$ cat config.mk
export PLATFORM = sky130hd
export DESIGN_NAME = div_ctrl
export DESIGN_NICKNAME = d
export VERILOG_FILES = /design/src/rtl/div_ctrl.sv
export SDC_FILE = /design/constraint.sdc
export NUM_CORES = 1
export LEC_CHECK = 0
export CAP_MARGIN = 0
export CORE_MARGIN = 2
export CORE_UTILIZATION = 49
export DETAILED_ROUTE_END_ITERATION = 8
export PLACE_DENSITY = 0.76
export SLEW_MARGIN = 20
export SYNTH_ARGS = -nofsm -noshare
export SYNTH_HDL_FRONTEND = slang
export SYNTH_SLANG_ARGS = --single-unit
$ cat constraint.sdc
create_clock -name clk -period 2.4 [get_ports clk]
set_input_delay 0.72 -clock clk [delete_from_list [all_inputs] [get_ports clk]]
set_output_delay 0.72 -clock clk [all_outputs]
set_load 0.005 [all_outputs]
$ cat src/rtl/div_ctrl.sv
// div_ctrl: sequencer for the iterative 32-bit restoring divider used by DIV/DIVU.
// Latches operands on an accepted start, performs one trial subtraction per
// cycle for 32 cycles, then presents {remainder, quotient} with ready_o until
// EX drops start_i. annul_i aborts an operation in flight.
// Optional feature: define DIV_SIGNED_EN to honor signed_div_i (operand
// negation and result sign correction); without it every divide is unsigned.
module div_ctrl (
    input  logic        clk,
    input  logic        rst,
    input  logic        signed_div_i,
    input  logic [31:0] opdata1_i,
    input  logic [31:0] opdata2_i,
    input  logic        start_i,
    input  logic        annul_i,
    output logic [63:0] result_o,
    output logic        ready_o
);

    typedef enum logic [1:0] {
        FREE   = 2'd0,
        BYZERO = 2'd1,
        ON     = 2'd2,
        END    = 2'd3
    } state_t;

    state_t      state;
    state_t      state_next;
    logic [5:0]  cnt;
    logic [5:0]  cnt_next;
    logic [64:0] dividend_reg;
    logic [64:0] dividend_next;
    logic [31:0] divisor_reg;
    logic [31:0] divisor_next;
    logic [63:0] result_next;
    logic        ready_next;
    logic [32:0] diff;
    logic [31:0] op1_mag;
    logic [31:0] op2_mag;
    logic [31:0] quot_raw;
    logic [31:0] rem_raw;
    logic [31:0] quot_final;
    logic [31:0] rem_final;
    logic        accept;

    assign accept   = (state == FREE) && start_i && !annul_i;
    assign quot_raw = dividend_reg[31:0];
    assign rem_raw  = dividend_reg[64:33];

`ifdef DIV_SIGNED_EN
    logic op1_neg;
    logic op2_neg;
    logic neg_quot;
    logic neg_rem;

    // Magnitudes of the incoming operands when a signed divide is requested
    always_comb begin
        op1_neg = signed_div_i & opdata1_i[31];
        op2_neg = signed_div_i & opdata2_i[31];
        op1_mag = op1_neg ? (~opdata1_i + 32'd1) : opdata1_i;
        op2_mag = op2_neg ? (~opdata2_i + 32'd1) : opdata2_i;
    end

    // Remember which result halves need negating once the magnitudes are divided
    always_ff @(posedge clk) begin
        if (rst) begin
            neg_quot <= 1'b0;
            neg_rem  <= 1'b0;
        end else if (accept) begin
            neg_quot <= op1_neg ^ op2_neg;
            neg_rem  <= op1_neg;
        end
    end

    // Restore the signs: quotient follows the sign rule, remainder follows the dividend
    always_comb begin
        quot_final = neg_quot ? (~quot_raw + 32'd1) : quot_raw;
        rem_final  = neg_rem  ? (~rem_raw  + 32'd1) : rem_raw;
    end
`else
    logic unused_signed_div;

    assign unused_signed_div = signed_div_i;

    // Unsigned-only build: operands and results pass straight through
    always_comb begin
        op1_mag    = opdata1_i;
        op2_mag    = opdata2_i;
        quot_final = quot_raw;
        rem_final  = rem_raw;
    end
`endif

    // Trial subtraction of the divisor from the current partial remainder
    assign diff = {1'b0, dividend_reg[63:32]} - {1'b0, divisor_reg};

    // State register
    always_ff @(posedge clk) begin
        if (rst) begin
            state <= FREE;
        end else begin
            state <= state_next;
        end
    end

    // Next-state and datapath decisions for each FSM state
    always_comb begin
        state_next    = state;
        cnt_next      = cnt;
        dividend_next = dividend_reg;
        divisor_next  = divisor_reg;
        result_next   = result_o;
        ready_next    = ready_o;
        case (state)
            FREE: begin
                if (accept) begin
                    divisor_next = op2_mag;
                    if (opdata2_i == 32'd0) begin
                        state_next = BYZERO;
                    end else begin
                        state_next    = ON;
                        cnt_next      = 6'd0;
                        dividend_next = {32'd0, op1_mag, 1'b0};
                    end
                end
            end
            BYZERO: begin
                if (annul_i) begin
                    state_next = FREE;
                end else begin
                    state_next  = END;
                    result_next = 64'd0;
                    ready_next  = 1'b1;
                end
            end
            ON: begin
                if (annul_i) begin
                    state_next = FREE;
                    cnt_next   = 6'd0;
                end else if (cnt != 6'd32) begin
                    if (diff[32]) begin
                        dividend_next = {dividend_reg[63:0], 1'b0};
                    end else begin
                        dividend_next = {diff[31:0], dividend_reg[31:0], 1'b1};
                    end
                    cnt_next = cnt + 6'd1;
                end else begin
                    state_next  = END;
                    cnt_next    = 6'd0;
                    result_next = {rem_final, quot_final};
                    ready_next  = 1'b1;
                end
            end
            END: begin
                if (!start_i) begin
                    state_next  = FREE;
                    result_next = 64'd0;
                    ready_next  = 1'b0;
                end
            end
            default: begin
                state_next = FREE;
            end
        endcase
    end

    // Datapath and registered outputs
    always_ff @(posedge clk) begin
        if (rst) begin
            cnt          <= 6'd0;
            dividend_reg <= 65'd0;
            divisor_reg  <= 32'd0;
            result_o     <= 64'd0;
            ready_o      <= 1'b0;
        end else begin
            cnt          <= cnt_next;
            dividend_reg <= dividend_next;
            divisor_reg  <= divisor_next;
            result_o     <= result_next;
            ready_o      <= ready_next;
        end
    end

endmodule
==> flow_summary.json, run 1 <==
{
  "status": "finished, violations left",
  "violations": "negative setup slack",
  "synthToLayoutAreaGrowth_pct": 47.3,
  "port_buffers": 132,
  "drive_above_1_share": 0.246,
  "drtAntennaViolNets": 0,
  "design_area_mm2": 0.0129,
  "layout_common_cells": "nand2_1, dfxtp_1, buf_4",
  "clkLatencyLatePin_ns": 0.45,
  "clock.fmax_mhz": 364,
  "min_to": "divisor_reg[3]$_SDFFE_PP0P_",
  "antenna_found_initial": 0,
  "cts_buffers": 17,
  "yosys_warnings": 0,
  "syn_avg_cell_area_um2": 8.15,
  "ios": 134,
  "syn_area_mm2": 0.00875,
  "r2r_setup_slack_ns": -0.34,
  "slew_viol_final": 0,
  "antenna_cells": 0,
  "setup.worst_path.start_class": "register",
  "worstHoldPathCells": 2,
  "ys_seq_elements": 170,
  "cts_tree": "yes",
  "wl_per_cell_um": 18.0,
  "r2r-start": "dividend_reg[32]$_SDFFE_PP0P_",
  "drtIter0Drc": 693,
  "met3_usage": 0.0515,
  "synthAdderAreaFrac": 0.0566,
  "r2r_cells": 13,
  "crit_path_max_fanout": 10,
  "period_share": 1.14,
  "core_area_mm2": 0.0174,
  "mostFrequentLayoutCell": "nand2_1",
  "ys_seq_area_frac": 0.389,
  "grt.total_usage": 0.283,
  "dpl_cell_area_mm2": 0.0115,
  "critPathRequiredTime_ns": 2.73,
  "hp-start": "divisor_reg[3]$_SDFFE_PP0P_",
  "synthSimpleGateAreaFrac": 0.213,
  "dr.pass1.iters": 6,
  "relSlewSlack": 0.271,
  "synth_top_family_by_area": "compound AO/OA/AOI/OAI gates",
  "grt.busiest_layer": "met2",
  "wl_mm": 28.2,
  "fin_tns_setup_ns": -8.84,
  "grt_overflow": 0,
  "dieArea_mm2": 0.0189,
  "grt_pass1_vias": 8528,
  "root_buffer": "clkbuf_16",
  "setup_ws_ns": -0.345,
  "place_inst": 1507,
  "yosys_most_used_dff": "dfxtp_1",
  "grt_util_met1": 0.353,
  "synth_edf_count": 0,
  "power-per-cell-area_mw_per_mm2": 964,
  "ys_types": 67,
  "hold_viol": 0,
  "vias": 9108,
  "cts_hold_buf": 0,
  "power.leakage_nw": 4.99,
  "worst_pin_slew_ns": 1.09,
  "nNetsFinal": 1434,
  "grt_pass1_wl_mm": 42.2,
  "clockBufferDepth": 2,
  "grtUsageMet2": 0.472,
  "async_flop_share": 0,
  "cts_sinks": 170,
  "die_h_um": 138,
  "cp_data_arrival_time_ns": 3.07,
  "num_rows": 48,
  "finClkSkew_ns": 0.0132,
  "hp-class": "register to register",
  "die_w_um": 138,
  "syn_nets": 1181,
  "holdWs_ns": 0.455,
  "htree_levels": 4,
  "setup_viol_count_final": 34,
  "vias_per_cell": 5.82,
  "maxCapViolations": 0,
  "largest_reg_flops": 65,
  "layout_min_cycle_time_ns": 2.74,
  "drc": 0,
  "final_cells": 1564,
  "synth_compound_area_frac": 0.216,
  "hpwl_mm": 17.6,
  "rsz0062_at_grt": "yes",
  "synth_cells": 1073,
  "r2r-end": "dividend_reg[34]$_SDFFE_PP0P_",
  "fin_util": 0.742,
  "clk_pin_slew_ns": 0.08,
  "grt_max_degree": 135,
  "path_class": "register to register",
  "end_kind": "register",
  "gp_congestion": 0.927,
  "peakVddDrop_v": 0.000682,
  "initial_utilization": 0.504,
  "synthXorXnorAreaFrac": 0.0300,
  "synth_mux_area_frac": 0.0366
}
-- critical path: stages, from the launching register on --
cell	delay (ns)
dfxtp_2	0.34
inv_2	0.08
ha_4	0.16
fa_2	0.21
nand2b_4	0.14
a21oi_4	0.07
o2111ai_2	0.22
nand3_2	0.13
o31a_4	0.31
o211ai_4	0.24
a21o_4	0.24
buf_12	0.16
nand4_1	0.16
o311ai_2	0.16
-- cells in the mapped netlist (all sizes together), types with 2 or more instances --
cell type,n,share of area
a211oi,35,0.030
nor3,17,0.014
clkbuf,51,0.022
or2,2,0.0014
mux2i,32,0.037
nand2b,7,0.0050
nor4,8,0.0057
a21o,13,0.012
nand3,73,0.042
and3,6,0.0043
and2,5,0.0036
o31a,3,0.0041
o21ai,20,0.012
a31oi,6,0.0050
or3,2,0.0014
a21oi,140,0.084
nor2,62,0.027
nand4,29,0.021
a311oi,2,0.0020
inv,42,0.018
ha,38,0.054
o311ai,17,0.017
nand2,185,0.079
xor2,16,0.016
a41oi,3,0.0030
dfxtp,170,0.39
xnor2,14,0.014
o31ai,15,0.021
nor2b,2,0.0014
buf,28,0.019
o211ai,9,0.0099
o21a,5,0.0043
o21bai,2,0.0017
-- logic make-up (layout without fill, tap and decap cells) --
logic type,after synthesis,count (layout)
compound gates,277,277
xor+xnor,30,30
fa+ha+maj,39,39
buf+inv,121,387
flops,170,170
mux,32,32
simple gates,404,404
-- routing by layer --
layer / up-vias / wire (um)
met4: 0 / 1090
met2: 376 / 13800
met1: 4327 / 11400
met5: - / 0
li1: 4314 / -
met3: 91 / 1990
-- report_power, final --
part	total (mW)	leakage [nW]	switching [mW]	internal, mW
combinational	6.17	3.31	3.42	2.75
clock	2.91	0.308	1.32	1.60
sequential	3.34	1.38	0.217	3.12
total	12.4	4.99	4.95	7.47
-- worst max path at each step --
| stage | start | endpoint | slack, ns | cells past startpoint |
|---|---|---|---|---|
| floorplan | dividend_reg[32]$_SDFFE_PP0P_ | dividend_reg[64]$_SDFFE_PP0P_ | -0.03 | 13 |
| global placement | opdata2_i[0] | dividend_reg[62]$_SDFFE_PP0P_ | -0.92 | 11 |
| detailed placement | opdata2_i[0] | dividend_reg[62]$_SDFFE_PP0P_ | -1.03 | 11 |
| CTS | dividend_reg[32]$_SDFFE_PP0P_ | dividend_reg[42]$_SDFFE_PP0P_ | -0.24 | 13 |
| global route | divisor_reg[8]$_SDFFE_PP0P_ | dividend_reg[62]$_SDFFE_PP0P_ | -0.45 | 11 |
| finish | dividend_reg[32]$_SDFFE_PP0P_ | dividend_reg[34]$_SDFFE_PP0P_ | -0.34 | 13 |
-- metrics by stage --
step | power, mW | setup WS, ns
finish | 12.4 | -0.345
global route | 13.0 | -0.454
CTS | 11.8 | -0.242
detailed placement | 8.40 | -1.03
global placement | 8.29 | -0.923
floorplan | 6.51 | -0.0273
-- area by class of cell --
cell class	instances	area, um2
tap	225	282
sequential	170	3410
clock inverter	15	195
multi-input combinational	782	5350
inverter	42	158
fill	1203	4470
timing repair buffer	313	3070
clock buffer	17	425
-- repair_timing --
| action | CTS | global route |
|---|---|---|
| endpoints found under the setup margin | 72 | 69 |
| resized for setup | 54 | 59 |
| pin swaps | 24 | 24 |
| gates cloned | 5 | 4 |
| setup buffers | 6 | 14 |
Power figures use the tool's default switching activity.
==> run 2: changes to the inputs <==
--- a/config.mk
+++ b/config.mk
@@ -7,9 +7,10 @@
 export LEC_CHECK = 0
 export CAP_MARGIN = 0
 export CORE_MARGIN = 2
-export CORE_UTILIZATION = 49
+export CORE_UTILIZATION = 55
 export DETAILED_ROUTE_END_ITERATION = 8
-export PLACE_DENSITY = 0.76
+export DONT_BUFFER_PORTS = 1
+export PLACE_DENSITY = 0.73
 export SLEW_MARGIN = 20
 export SYNTH_ARGS = -nofsm -noshare
 export SYNTH_HDL_FRONTEND = slang
==> constraint.sdc (replaced) <==
create_clock -name clk -period 2.4 [get_ports clk]
set_input_delay 0.72 -clock clk [delete_from_list [all_inputs] [get_ports clk]]
set_output_delay 0.72 -clock clk [all_outputs]
set_load 0.02 [all_outputs]
==> run 2 against run 1 <==
Effect of this change: the run still ends with negative setup slack left; sequential cell count unchanged; fmax down 2.3%; first-iteration DRC count down 9.4%; routed wire length down 14%; critical path depth down 1; count of clock-buffer cells in the layout up 1; largest power group unchanged.
==> flow_summary.json, run 2 (same netlist as run 1, synthesis figures left out) <==
{
  "root_buffer": "clkbuf_16",
  "ios": 134,
  "cp_data_arrival_time_ns": 3.12,
  "drc": 0,
  "power-per-cell-area_mw_per_mm2": 1030,
  "htree_levels": 4,
  "gp_congestion": 0.908,
  "cp_num_buf_inv": 2,
  "die_w_um": 130,
  "layout_common_cells": "nand2_1, dfxtp_1, a21oi_1",
  "critPathMaxStageDelay_ns": 0.32,
  "peakVddDrop_v": 0.000711,
  "hpwl_mm": 15.8,
  "grt_max_degree": 137,
  "setup.worst_path.start_class": "register",
  "grt_pass1_wl_mm": 36.2,
  "dr.pass1.iters": 5,
  "crit_chain": "inv_1 -> ha_1 -> nor2b_1 -> o31a_2 -> o31ai_4 -> o31ai_4 -> o41ai_2 -> buf_4 -> o21ai_2 -> a31oi_2 -> xor2_1 -> o31ai_2",
  "cts_buffers": 17,
  "slew_viol_final": 0,
  "fin_util": 0.691,
  "hp-class": "input port to register",
  "num_rows": 46,
  "largest_reg_flops": 65,
  "nNetsFinal": 1261,
  "dieArea_mm2": 0.0169,
  "setup_viol_count_final": 33,
  "synthToLayoutAreaGrowth_pct": 24.2,
  "r2r_setup_slack_ns": -0.41,
  "core_area_mm2": 0.0157,
  "wl_per_cell_um": 17.6,
  "relSlewSlack": 0.529,
  "grt_pass1_vias": 7338,
  "final_cells": 1382,
  "place_inst": 1334,
  "layout_min_cycle_time_ns": 2.81,
  "initial_utilization": 0.557,
  "dpl_cell_area_mm2": 0.00978,
  "pre_cts_ws_ns": -0.303,
  "path_class": "register to register",
  "die_h_um": 130,
  "grt_overflow": 0,
  "end_kind": "register",
  "grt.total_usage": 0.270,
  "mostFrequentLayoutCell": "nand2_1",
  "worst_pin_slew_ns": 0.707,
  "crit_path_max_fanout": 3,
  "setup_ws_ns": -0.408,
  "finClkSkew_ns": 0.00671,
  "clockBufferDepth": 2,
  "crit_family": "compound AO/OA/AOI/OAI gates",
  "violations": "negative setup slack",
  "critPathSlowestCell": "dfxtp_2",
  "cts_sinks": 170,
  "rsz0062_at_grt": "yes",
  "port_buffers": 0,
  "fill_cells": 1250,
  "vias": 8071,
  "clk_pin_slew_ns": 0.07,
  "drtIter0Drc": 628,
  "cts_tree": "yes",
  "antenna_cells": 0,
  "critPathRequiredTime_ns": 2.71,
  "clock.fmax_mhz": 356,
  "power.leakage_nw": 4.13,
  "drtAntennaViolNets": 0,
  "wl_mm": 24.3,
  "vias_per_cell": 5.84,
  "maxCapViolations": 0,
  "hold_viol": 0,
  "clkLatencyLatePin_ns": 0.43,
  "drive_above_1_share": 0.234,
  "period_share": 1.17,
  "design_area_mm2": 0.0109,
  "antenna_found_initial": 0,
  "status": "finished, violations left",
  "crit_top_cell": "o31ai_4"
}
[run 2: cell count changes in the layout (fill, tap and decap cells not counted), sizes merged]
cell           change
clkinv             -2
dlygate4sd2       -11
clkdlybuf4s50    -111
dlymetal6s2s       -9
clkbuf             -2
clkinvlp           +3
buf               -39
inv                -1
bufinv             -1
[run 2: through the flow]
stage | TNS [ns] | hold WS, ns | power [mW]
floorplan | -0.0273 | 0.436 | 6.54
global placement | -14.34 | 0.438 | 7.72
detailed placement | -16.51 | 0.442 | 7.79
CTS | -8.67 | 0.341 | 10.8
global route | -12.94 | 0.346 | 11.7
finish | -9.47 | 0.356 | 11.1
[run 2: cell type report]
| class | count | area, um2 | share of cell area |
|---|---|---|---|
| multi-input combinational | 782 | 5230 | 0.481 |
| sequential | 170 | 3410 | 0.314 |
| timing repair buffer | 140 | 1200 | 0.111 |
| clock buffer | 18 | 429 | 0.0395 |
| tap | 216 | 270 | 0.0249 |
| inverter | 42 | 160 | 0.0147 |
| clock inverter | 14 | 155 | 0.0143 |
[run 2: path summary, 6_finish.rpt]
path / endpoint / cells after the start / start
worst max-delay path: dividend_reg[62]$_SDFFE_PP0P_ / 12 / divisor_reg[1]$_SDFFE_PP0P_
worst min register to register: divisor_reg[6]$_SDFFE_PP0P_ / 2 / divisor_reg[6]$_SDFFE_PP0P_
worst min-delay path: result_o[35]$_SDFFE_PP0P_ / 1 / rst
worst max register to register: dividend_reg[62]$_SDFFE_PP0P_ / 12 / divisor_reg[1]$_SDFFE_PP0P_
[run 2: what timing repair did]
action	in CTS	in global routing
hold buffers	0	0
gates cloned	1	0
pin swaps	25	25
gates resized for setup	25	44
setup buffers	7	9
setup endpoints to repair	34	39
[run 2: where the power goes]
group          total, mW  switching (mW)  internal [mW]
registers           3.38           0.249           3.13
clock network       2.75            1.27           1.48
logic               5.02            2.96           2.05
[run 2: metal layers]
metal | up-vias | part of all wire | track usage
met4 | 0 | 0.020 | 0.0917
met3 | 48 | 0.087 | 0.0672
met2 | 325 | 0.46 | 0.435
met1 | 3730 | 0.43 | 0.355
met5 | - | 0 | 0
li1 | 3968 | - | -
[run 2: worst register-to-register path, delay by kind of cell (launching register included)]
| kind | cells | cell delay [ns] |
|---|---|---|
| flops | 1 | 0.32 |
| compound gates | 7 | 1.41 |
| simple gates | 1 | 0.15 |
| buf+inv | 2 | 0.26 |
| fa+ha+maj | 1 | 0.27 |
| xor+xnor | 1 | 0.27 |
==> run 3: changes to the inputs <==
--- a/config.mk
+++ b/config.mk
@@ -8,6 +8,7 @@
 export CAP_MARGIN = 0
 export CORE_MARGIN = 2
 export CORE_UTILIZATION = 55
+export CTS_CLUSTER_DIAMETER = 100
 export DETAILED_ROUTE_END_ITERATION = 8
 export DONT_BUFFER_PORTS = 1
 export PLACE_DENSITY = 0.73
==> constraint.sdc (replaced) <==
create_clock -name clk -period 2.5 [get_ports clk]
set_input_delay 0.75 -clock clk [delete_from_list [all_inputs] [get_ports clk]]
set_output_delay 0.75 -clock clk [all_outputs]
set_load 0.02 [all_outputs]
==> run 3 against run 2 <==
Effect of this change: the flow still finishes with violations (negative setup slack); sequential cell count unchanged; register-to-register slack better by 0.22 ns; design area up 0.81%; count of clock-buffer cells in the layout up 1; sequential share of layout area down 0.23 points; hold slack better by 0.029 ns; final cell count up 0.22%; highest routed layer unchanged.
==> flow_summary.json, run 3 (same netlist as run 1, synthesis figures left out) <==
{
  "antenna_cells": 0,
  "fill_cells": 1253,
  "antenna_found_initial": 0,
  "die_w_um": 130,
  "slew_viol_final": 0,
  "grt_overflow": 0,
  "nNetsFinal": 1264,
  "largest_reg_flops": 65,
  "status": "finished, violations left",
  "path_class": "register to register",
  "port_buffers": 0,
  "die_h_um": 130,
  "violations": "negative setup slack",
  "layout.area.seq_mm2": 0.00342,
  "setup.worst_path.start_class": "register",
  "min_to": "result_o[7]$_SDFFE_PP0P_",
  "setup_viol_count_final": 33,
  "ios": 134,
  "r2r-start": "divisor_reg[3]$_SDFFE_PP0P_",
  "worst_pin_slew_ns": 0.896,
  "cts_tree": "yes",
  "crit_path_max_fanout": 8,
  "root_buffer": "clkbuf_16",
  "cp_data_arrival_time_ns": 3.04,
  "worstHoldPathCells": 1,
  "rsz0062_at_grt": "yes",
  "htree_levels": 4,
  "place_inst": 1331,
  "peakVddDrop_v": 0.000666,
  "layout_min_cycle_time_ns": 2.69,
  "period_share": 1.08,
  "critPathSlowestCell": "dfxtp_2",
  "drc": 0,
  "initial_utilization": 0.557,
  "mostFrequentLayoutCell": "nand2_1",
  "clock.fmax_mhz": 372,
  "cp_num_buf_inv": 3,
  "crit_chain": "inv_2 -> ha_4 -> o211ai_1 -> a21oi_4 -> o2111ai_4 -> nand3_2 -> o31a_4 -> o211ai_4 -> buf_6 -> a21o_4 -> buf_4 -> a21oi_2 -> o31ai_2",
  "wl_per_cell_um": 17.7,
  "power.leakage_nw": 4.24,
  "grt.total_usage": 0.285,
  "cts_buffers": 17,
  "drtAntennaViolNets": 0,
  "critPathMaxStageDelay_ns": 0.34,
  "r2r-end": "dividend_reg[59]$_SDFFE_PP0P_",
  "grt_max_degree": 137,
  "cts_sinks": 170,
  "hold_viol": 0,
  "relSlewSlack": 0.403,
  "dr.pass1.iters": 8,
  "maxCapViolations": 0,
  "critPathRequiredTime_ns": 2.85,
  "synthToLayoutAreaGrowth_pct": 25.2,
  "hpwl_mm": 15.8,
  "wl_mm": 24.5,
  "grt_pass1_vias": 7552,
  "num_rows": 46,
  "drive_above_1_share": 0.246,
  "r2r_setup_slack_ns": -0.19,
  "crit_family": "compound AO/OA/AOI/OAI gates",
  "hp-class": "input port to register",
  "clockBufferDepth": 2,
  "hp-start": "rst",
  "vias_per_cell": 5.91,
  "dieArea_mm2": 0.0169,
  "power-per-cell-area_mw_per_mm2": 970,
  "clkLatencyLatePin_ns": 0.43,
  "drtIter0Drc": 667,
  "r2r_cells": 13,
  "end_kind": "register",
  "setup_ws_ns": -0.190,
  "core_area_mm2": 0.0157,
  "finClkSkew_ns": 0.00999,
  "multi_input_area_mm2": 0.00536,
  "final_cells": 1385,
  "gp_congestion": 0.903,
  "fin_util": 0.697,
  "layout_common_cells": "nand2_1, dfxtp_1, buf_4",
  "grt_pass1_wl_mm": 38.2,
  "clk_pin_slew_ns": 0.07,
  "vias": 8180
}
run 3: cell count changes in the layout (fill, tap and decap cells not counted), sizes merged:
cell / previous run / this run
a21o: 13 / 16
clkbuf: 18 / 19
clkinv: 2 / 3
clkinvlp: 3 / 2
inv: 50 / 49
run 3: area by class of cell:
type / count / share of cell area
Inverter: 42 / 0.0144
Clock inverter: 13 / 0.0122
Tap cell: 216 / 0.0247
Multi-Input combinational cell: 785 / 0.490
Sequential cell: 170 / 0.312
Timing Repair Buffer: 140 / 0.106
Clock buffer: 19 / 0.0405
run 3: through the flow:
stage	area [um2]	setup WS [ns]	hold slack, ns	TNS, ns	total power, mW
finish	10900	-0.190	0.385	-4.27	10.6
global route	10900	-0.304	0.378	-7.74	11.2
CTS	10700	-0.0910	0.366	-1.42	10.4
detailed placement	9680	-0.266	0.444	-7.36	7.40
global placement	9680	-0.184	0.438	-5.34	7.31
floorplan	8760	0.00841	0.436	0	6.26
run 3: what timing repair did:
action                                  4_1_cts  5_1_grt
resized for setup                            59       37
hold buffers                                  0        0
pin swaps                                    25       17
endpoints found under the setup margin       33       40
cloned                                        4        0
setup buffers                                13        5
run 3: per-layer routing:
| layer | vias up | global-route usage | wire length (um) |
|---|---|---|---|
| li1 | 3988 | - | - |
| met1 | 3837 | 0.391 | 11000 |
| met2 | 306 | 0.448 | 10900 |
| met3 | 49 | 0.0619 | 2000 |
| met4 | 0 | 0.0917 | 541 |
| met5 | - | 0 | 0 |
run 3: how the worst max path moves through the flow:
stage,start,to,slack [ns],depth (start not counted)
final,divisor_reg[3]$_SDFFE_PP0P_,dividend_reg[59]$_SDFFE_PP0P_,-0.19,13
after global routing,divisor_reg[6]$_SDFFE_PP0P_,dividend_reg[44]$_SDFFE_PP0P_,-0.30,12
after CTS,dividend_reg[32]$_SDFFE_PP0P_,dividend_reg[64]$_SDFFE_PP0P_,-0.09,13
after detailed placement,divisor_reg[3]$_SDFFE_PP0P_,dividend_reg[41]$_SDFFE_PP0P_,-0.27,11
after global placement,divisor_reg[0]$_SDFFE_PP0P_,dividend_reg[44]$_SDFFE_PP0P_,-0.18,11
after floorplan,dividend_reg[32]$_SDFFE_PP0P_,dividend_reg[52]$_SDFFE_PP0P_,0.008,13
run 3: where the power goes:
group	total, mW	switching [mW]	leakage [nW]	internal [mW]
Clock	2.60	1.17	0.279	1.43
Combinational	4.77	2.86	2.58	1.92
Sequential	3.24	0.244	1.38	3.00
